## src/rtl/bus_dev_fifo.sv

```systemverilog
// bus_dev_fifo: per-device transmit FIFO feeding the bus generator/arbiter.
// The device side pushes packets; the arbiter consumes the head via pop.
// The head is presented first-word-fall-through on D_pop, qualified by pndng.
// Optional feature macro: DEV_FIFO_DROP_CNT_EN adds a saturating drop_cnt port.
module bus_dev_fifo #(
  parameter int pckg_sz = 16,
  parameter int depth   = 8
) (
  input  logic                       clk,
  input  logic                       reset,
  input  logic                       push,
  input  logic [pckg_sz-1:0]         D_push,
  output logic                       full,
  input  logic                       pop,
  output logic [pckg_sz-1:0]         D_pop,
  output logic                       pndng,
  output logic [$clog2(depth+1)-1:0] count,
  output logic                       overflow,
  output logic                       underflow
`ifdef DEV_FIFO_DROP_CNT_EN
  ,
  output logic [7:0]                 drop_cnt
`endif
);

  localparam int PW = $clog2(depth);
  localparam int CW = $clog2(depth + 1);

  logic [pckg_sz-1:0] mem [depth];

  logic [PW-1:0] rd_ptr_q, rd_ptr_d;
  logic [PW-1:0] wr_ptr_q, wr_ptr_d;
  logic [CW-1:0] count_q, count_d;
  logic          overflow_q, overflow_d;
  logic          underflow_q, underflow_d;

  logic pop_acc;
  logic push_acc;
  logic push_drop;

  // Status is decoded purely from the occupancy register.
  assign pndng = (count_q != '0);
  assign full  = (count_q == CW'(depth));
  assign count = count_q;

  // A pop frees a slot in the same cycle, so a push while full still fits.
  assign pop_acc   = pop & pndng;
  assign push_acc  = push & (~full | pop_acc);
  assign push_drop = push & ~push_acc;

  // Head mux; zero when empty so stale memory never leaks onto the bus.
  assign D_pop = pndng ? mem[rd_ptr_q] : '0;

  assign overflow  = overflow_q;
  assign underflow = underflow_q;

  // Next-state for pointers, occupancy and sticky error flags.
  always_comb begin
    // NOTE: every signal gets a default first so no path leaves it unassigned (no latch).
    rd_ptr_d    = rd_ptr_q;
    wr_ptr_d    = wr_ptr_q;
    count_d     = count_q;
    overflow_d  = overflow_q;
    underflow_d = underflow_q;

    if (pop_acc)  rd_ptr_d = rd_ptr_q + PW'(1);
    if (push_acc) wr_ptr_d = wr_ptr_q + PW'(1);

    if (push_acc && !pop_acc)      count_d = count_q + CW'(1);
    else if (pop_acc && !push_acc) count_d = count_q - CW'(1);

    if (push_drop)       overflow_d  = 1'b1;
    if (pop && !pndng)   underflow_d = 1'b1;
  end

  // Control state registers with asynchronous reset.
  always_ff @(posedge clk or posedge reset) begin
    // NOTE: sequential state uses non-blocking assignments so all flops update together.
    if (reset) begin
      rd_ptr_q    <= '0;
      wr_ptr_q    <= '0;
      count_q     <= '0;
      overflow_q  <= 1'b0;
      underflow_q <= 1'b0;
    end else begin
      rd_ptr_q    <= rd_ptr_d;
      wr_ptr_q    <= wr_ptr_d;
      count_q     <= count_d;
      overflow_q  <= overflow_d;
      underflow_q <= underflow_d;
    end
  end

  // Storage write port.
  always_ff @(posedge clk) begin
    // NOTE: memory has no reset; count gates visibility, so stale contents are never seen.
    if (push_acc && !reset) mem[wr_ptr_q] <= D_push;
  end

`ifdef DEV_FIFO_DROP_CNT_EN
  logic [7:0] drop_cnt_q, drop_cnt_d;

  // Saturating count of dropped pushes.
  always_comb begin
    drop_cnt_d = drop_cnt_q;
    if (push_drop && drop_cnt_q != 8'hFF) drop_cnt_d = drop_cnt_q + 8'd1;
  end

  // Drop counter register.
  always_ff @(posedge clk or posedge reset) begin
    if (reset) drop_cnt_q <= 8'd0;
    else       drop_cnt_q <= drop_cnt_d;
  end

  assign drop_cnt = drop_cnt_q;
`endif

endmodule

```

## config.mk

```make
export PLATFORM = sky130hd
export DESIGN_NAME = bus_dev_fifo
export DESIGN_NICKNAME = d
export VERILOG_FILES = /design/src/rtl/bus_dev_fifo.sv
export SDC_FILE = /design/constraint.sdc
export NUM_CORES = 1
export LEC_CHECK = 0
export BUFFER_PORTS_ARGS = -buffer_cell sky130_fd_sc_hd__buf_4
export CAP_MARGIN = 20
export CORE_MARGIN = 2
export CORE_UTILIZATION = 48
export DETAILED_ROUTE_END_ITERATION = 10
export PLACE_DENSITY = 0.69
export RECOVER_POWER = 25
export SLEW_MARGIN = 25
export SYNTH_ARGS = -nofsm -noshare
export SYNTH_HDL_FRONTEND = slang
export SYNTH_SLANG_ARGS = --single-unit
```

## constraint.sdc

```tcl
create_clock -name clk -period 3.1 [get_ports clk]
set_input_delay 0.155 -clock clk [delete_from_list [all_inputs] [get_ports clk]]
set_output_delay 0.155 -clock clk [all_outputs]
set_load 0.005 [all_outputs]
```

==> metrics.cfg <==
[run_status]
status=complete, no violations

[detailed_routing]
antenna_left=0
drtIter0Drc=118
drc=0
wl_per_cell_um=20.58
num_vias=2783
vias_per_cell=5.622
dr.pass1.iters=4
drt-total-wl_um=10190

[floorplan]
rows=39
pin_count=44
core_mm2=0.01137
die_area_mm2=0.01244
die_w_um=111.5
die_h_um=111.5
start_util_pct=48.82

[cts]
cts_num_sinks=140
cts_setup_buffers=0
cts_made_buffers=17
clk_latency_ns=0.41
clk_pin_slew_ns=0.06
cts-root-buf=clkbuf_16
cts_resized=0
cts_hold_buf=19
h-tree-depth=4
cts_tree=built
clock_path_buffers=2

[worst_setup_path]
crit_type=flip-flop to flip-flop
cp_slowest_cell=or4b_4
critical_path.cell_chain=or4b_4, o21ai_2, inv_1, ha_1, inv_1, ha_1, or4_1, nand3_1, o221ai_1
critical_path_buf_inv_count=2
reg2reg_depth=9
rrSetupSlack_ns=0.26
worstPathArrival_ns=3.12
worst-path-max-fanout=6
crit_family=simple AND/OR/NAND/NOR gates
worstReg2RegEnd=count[3]
cp-start-kind=flip-flop
r2r_start=count[0]
cp.required_ns=3.38
cpPeakStageDelay_ns=0.60
cp-end-kind=flip-flop

[synth]
syn_inst=259
yosys_warnings=0
synth_edf_count=128
synth_nets=285
synth_top_area_cell=edfxtp_1
yosys.cell_count.top_type=edfxtp_1
avgSynthCellArea_um2=21.43
yosysUniqueCellTypes=37
ys_seq_area_share_pct=74.66
synth_area_leaders=edfxtp_1 69%, mux4_2 13%, dfrtp_1 5.4%
ys.flop_type=edfxtp_1
synth_area_mm2=0.005550
synth_top_cell_area_share_pct=69.25
synthArstFlopShare_pct=8.571
ys_ff_latch=140
synth_common_cells=128 x edfxtp_1, 32 x mux4_2, 12 x dfrtp_1

[placement]
io_buffers=43
dpl-instance-area_mm2=0.006120
dp.cells=444
place_hpwl_um=5785
gp_congestion=0.6942

[run]
max-cap-violations=0

[timing]
drv_slew=0
post-route-min-period_ns=2.842
fin_setup_tns_ns=0
worst_pin_slew_ns=0.6363
period_share_pct=91.67
fin_hold_ws_ns=0.3747
rsz0062_at_grt=false
final_hold_viol_count=0
setup_violations=0
fin_skew_ns=0.003909
max_slew_margin_pct=57.58
fmax_mhz=351.9

[cells_and_area]
insertedDiodeCount=0
fin_cells=495
drive_above_1_share_pct=36.65
area_growth_syn_to_layout_pct=23.47
nets=365
fin_area_mm2=0.006853
fillers=826

[grt]
grt_pass1_wl_um=16400
overflow=0
grt_max_degree=23
antenna_found_initial=0
grt_usage_pct=17.93
first_global_vias=2995

[power_and_ir_drop]
p_leak_uw=0.002337
p_per_area_mw_per_mm2=932.8
vdd_ir_drop_max_mv=0.4857
fin_total_pwr_uw=6392

[min_path]
hold_class=input port to async pin

==> per-layer routing <==
| metal | vias to the layer above | share of wire (%) | global-route usage (%) |
|---|---|---|---|
| li1 | 1241 | - | - |
| met1 | 1451 | 43 | 23.05 |
| met2 | 74 | 50 | 29.51 |
| met3 | 17 | 4.6 | 4.899 |
| met4 | 0 | 1.8 | 6.914 |
| met5 | - | 0 | 0 |
==> cell families after synthesis <==
group / Yosys count / share of synthesized area (%)
fa+ha+maj: 6 / 1.488
compound gates: 25 / 3.923
xor+xnor: 6 / 0.9468
buf+inv: 18 / 1.938
simple gates: 28 / 3.268
flops: 140 / 74.66
mux: 36 / 13.77
==> stage by stage <==
stage / setup WS [ns] / utilization [%]
2_1_floorplan: 0.1685 / -
6_report: 0.2581 / 60.27
3_3_place_gp: 0.3523 / 53.82
5_1_grt: 0.1579 / 60.27
4_1_cts: 0.2603 / 60.64
3_5_place_dp: 0.2741 / 53.82
==> tightest hold or removal path, stage by stage <==
cell and delay [ns]:
dlygate4sd3_1 0.54, buf_4 0.16, inv_1 0.39
==> power breakdown <==
part	internal (uW)	switching [uW]
Combinational	1100	804
Clock	1260	729
Sequential	2280	227
Total	4630	1760
==> flip-flops by register name, summed over array words and instances, names as in the netlist <==
signal     cells
overflow       1
wr_ptr_q       3
mem          128
count          4
underflow      1
rd_ptr_q       3
==> layout make-up <==
| class | count | area, um^2 | area share [%] |
|---|---|---|---|
| multi-input cells | 101 | 1339 | 19.54 |
| clock inverters | 12 | 147.6 | 2.154 |
| repair buffers | 74 | 586.8 | 8.563 |
| clock buffers | 20 | 436.7 | 6.372 |
| flip-flops and latches | 140 | 4145 | 60.49 |
| inverters | 5 | 18.77 | 0.2739 |
| well taps | 143 | 178.9 | 2.611 |
==> how the worst max path moves through the flow <==
stage	cells past startpoint	slack [ns]	startpoint	endpoint
after detailed placement	9	0.27	count[0]	count[3]
final	9	0.26	count[0]	count[3]
after global placement	9	0.35	count[0]	count[3]
after CTS	9	0.26	count[0]	count[3]
after floorplan	4	0.17	count[0]	mem[2][0]
after global routing	9	0.16	count[0]	count[3]
==> cell usage in the layout (no fill, tap or decap), types with 4 or more instances in the layout <==
cell / n
edfxtp_1: 128
xnor2_1: 6
clkbuf_1: 14
inv_1: 4
clkinvlp_4: 4
dfrtp_1: 11
mux4_2: 32
dlygate4sd3_1: 19
nor4_2: 4
ha_1: 5
a22o_1: 9
a22o_2: 7
nand2_1: 4
buf_4: 42
clkbuf_16: 17
Note: power is estimated with default switching activity, not from simulation.
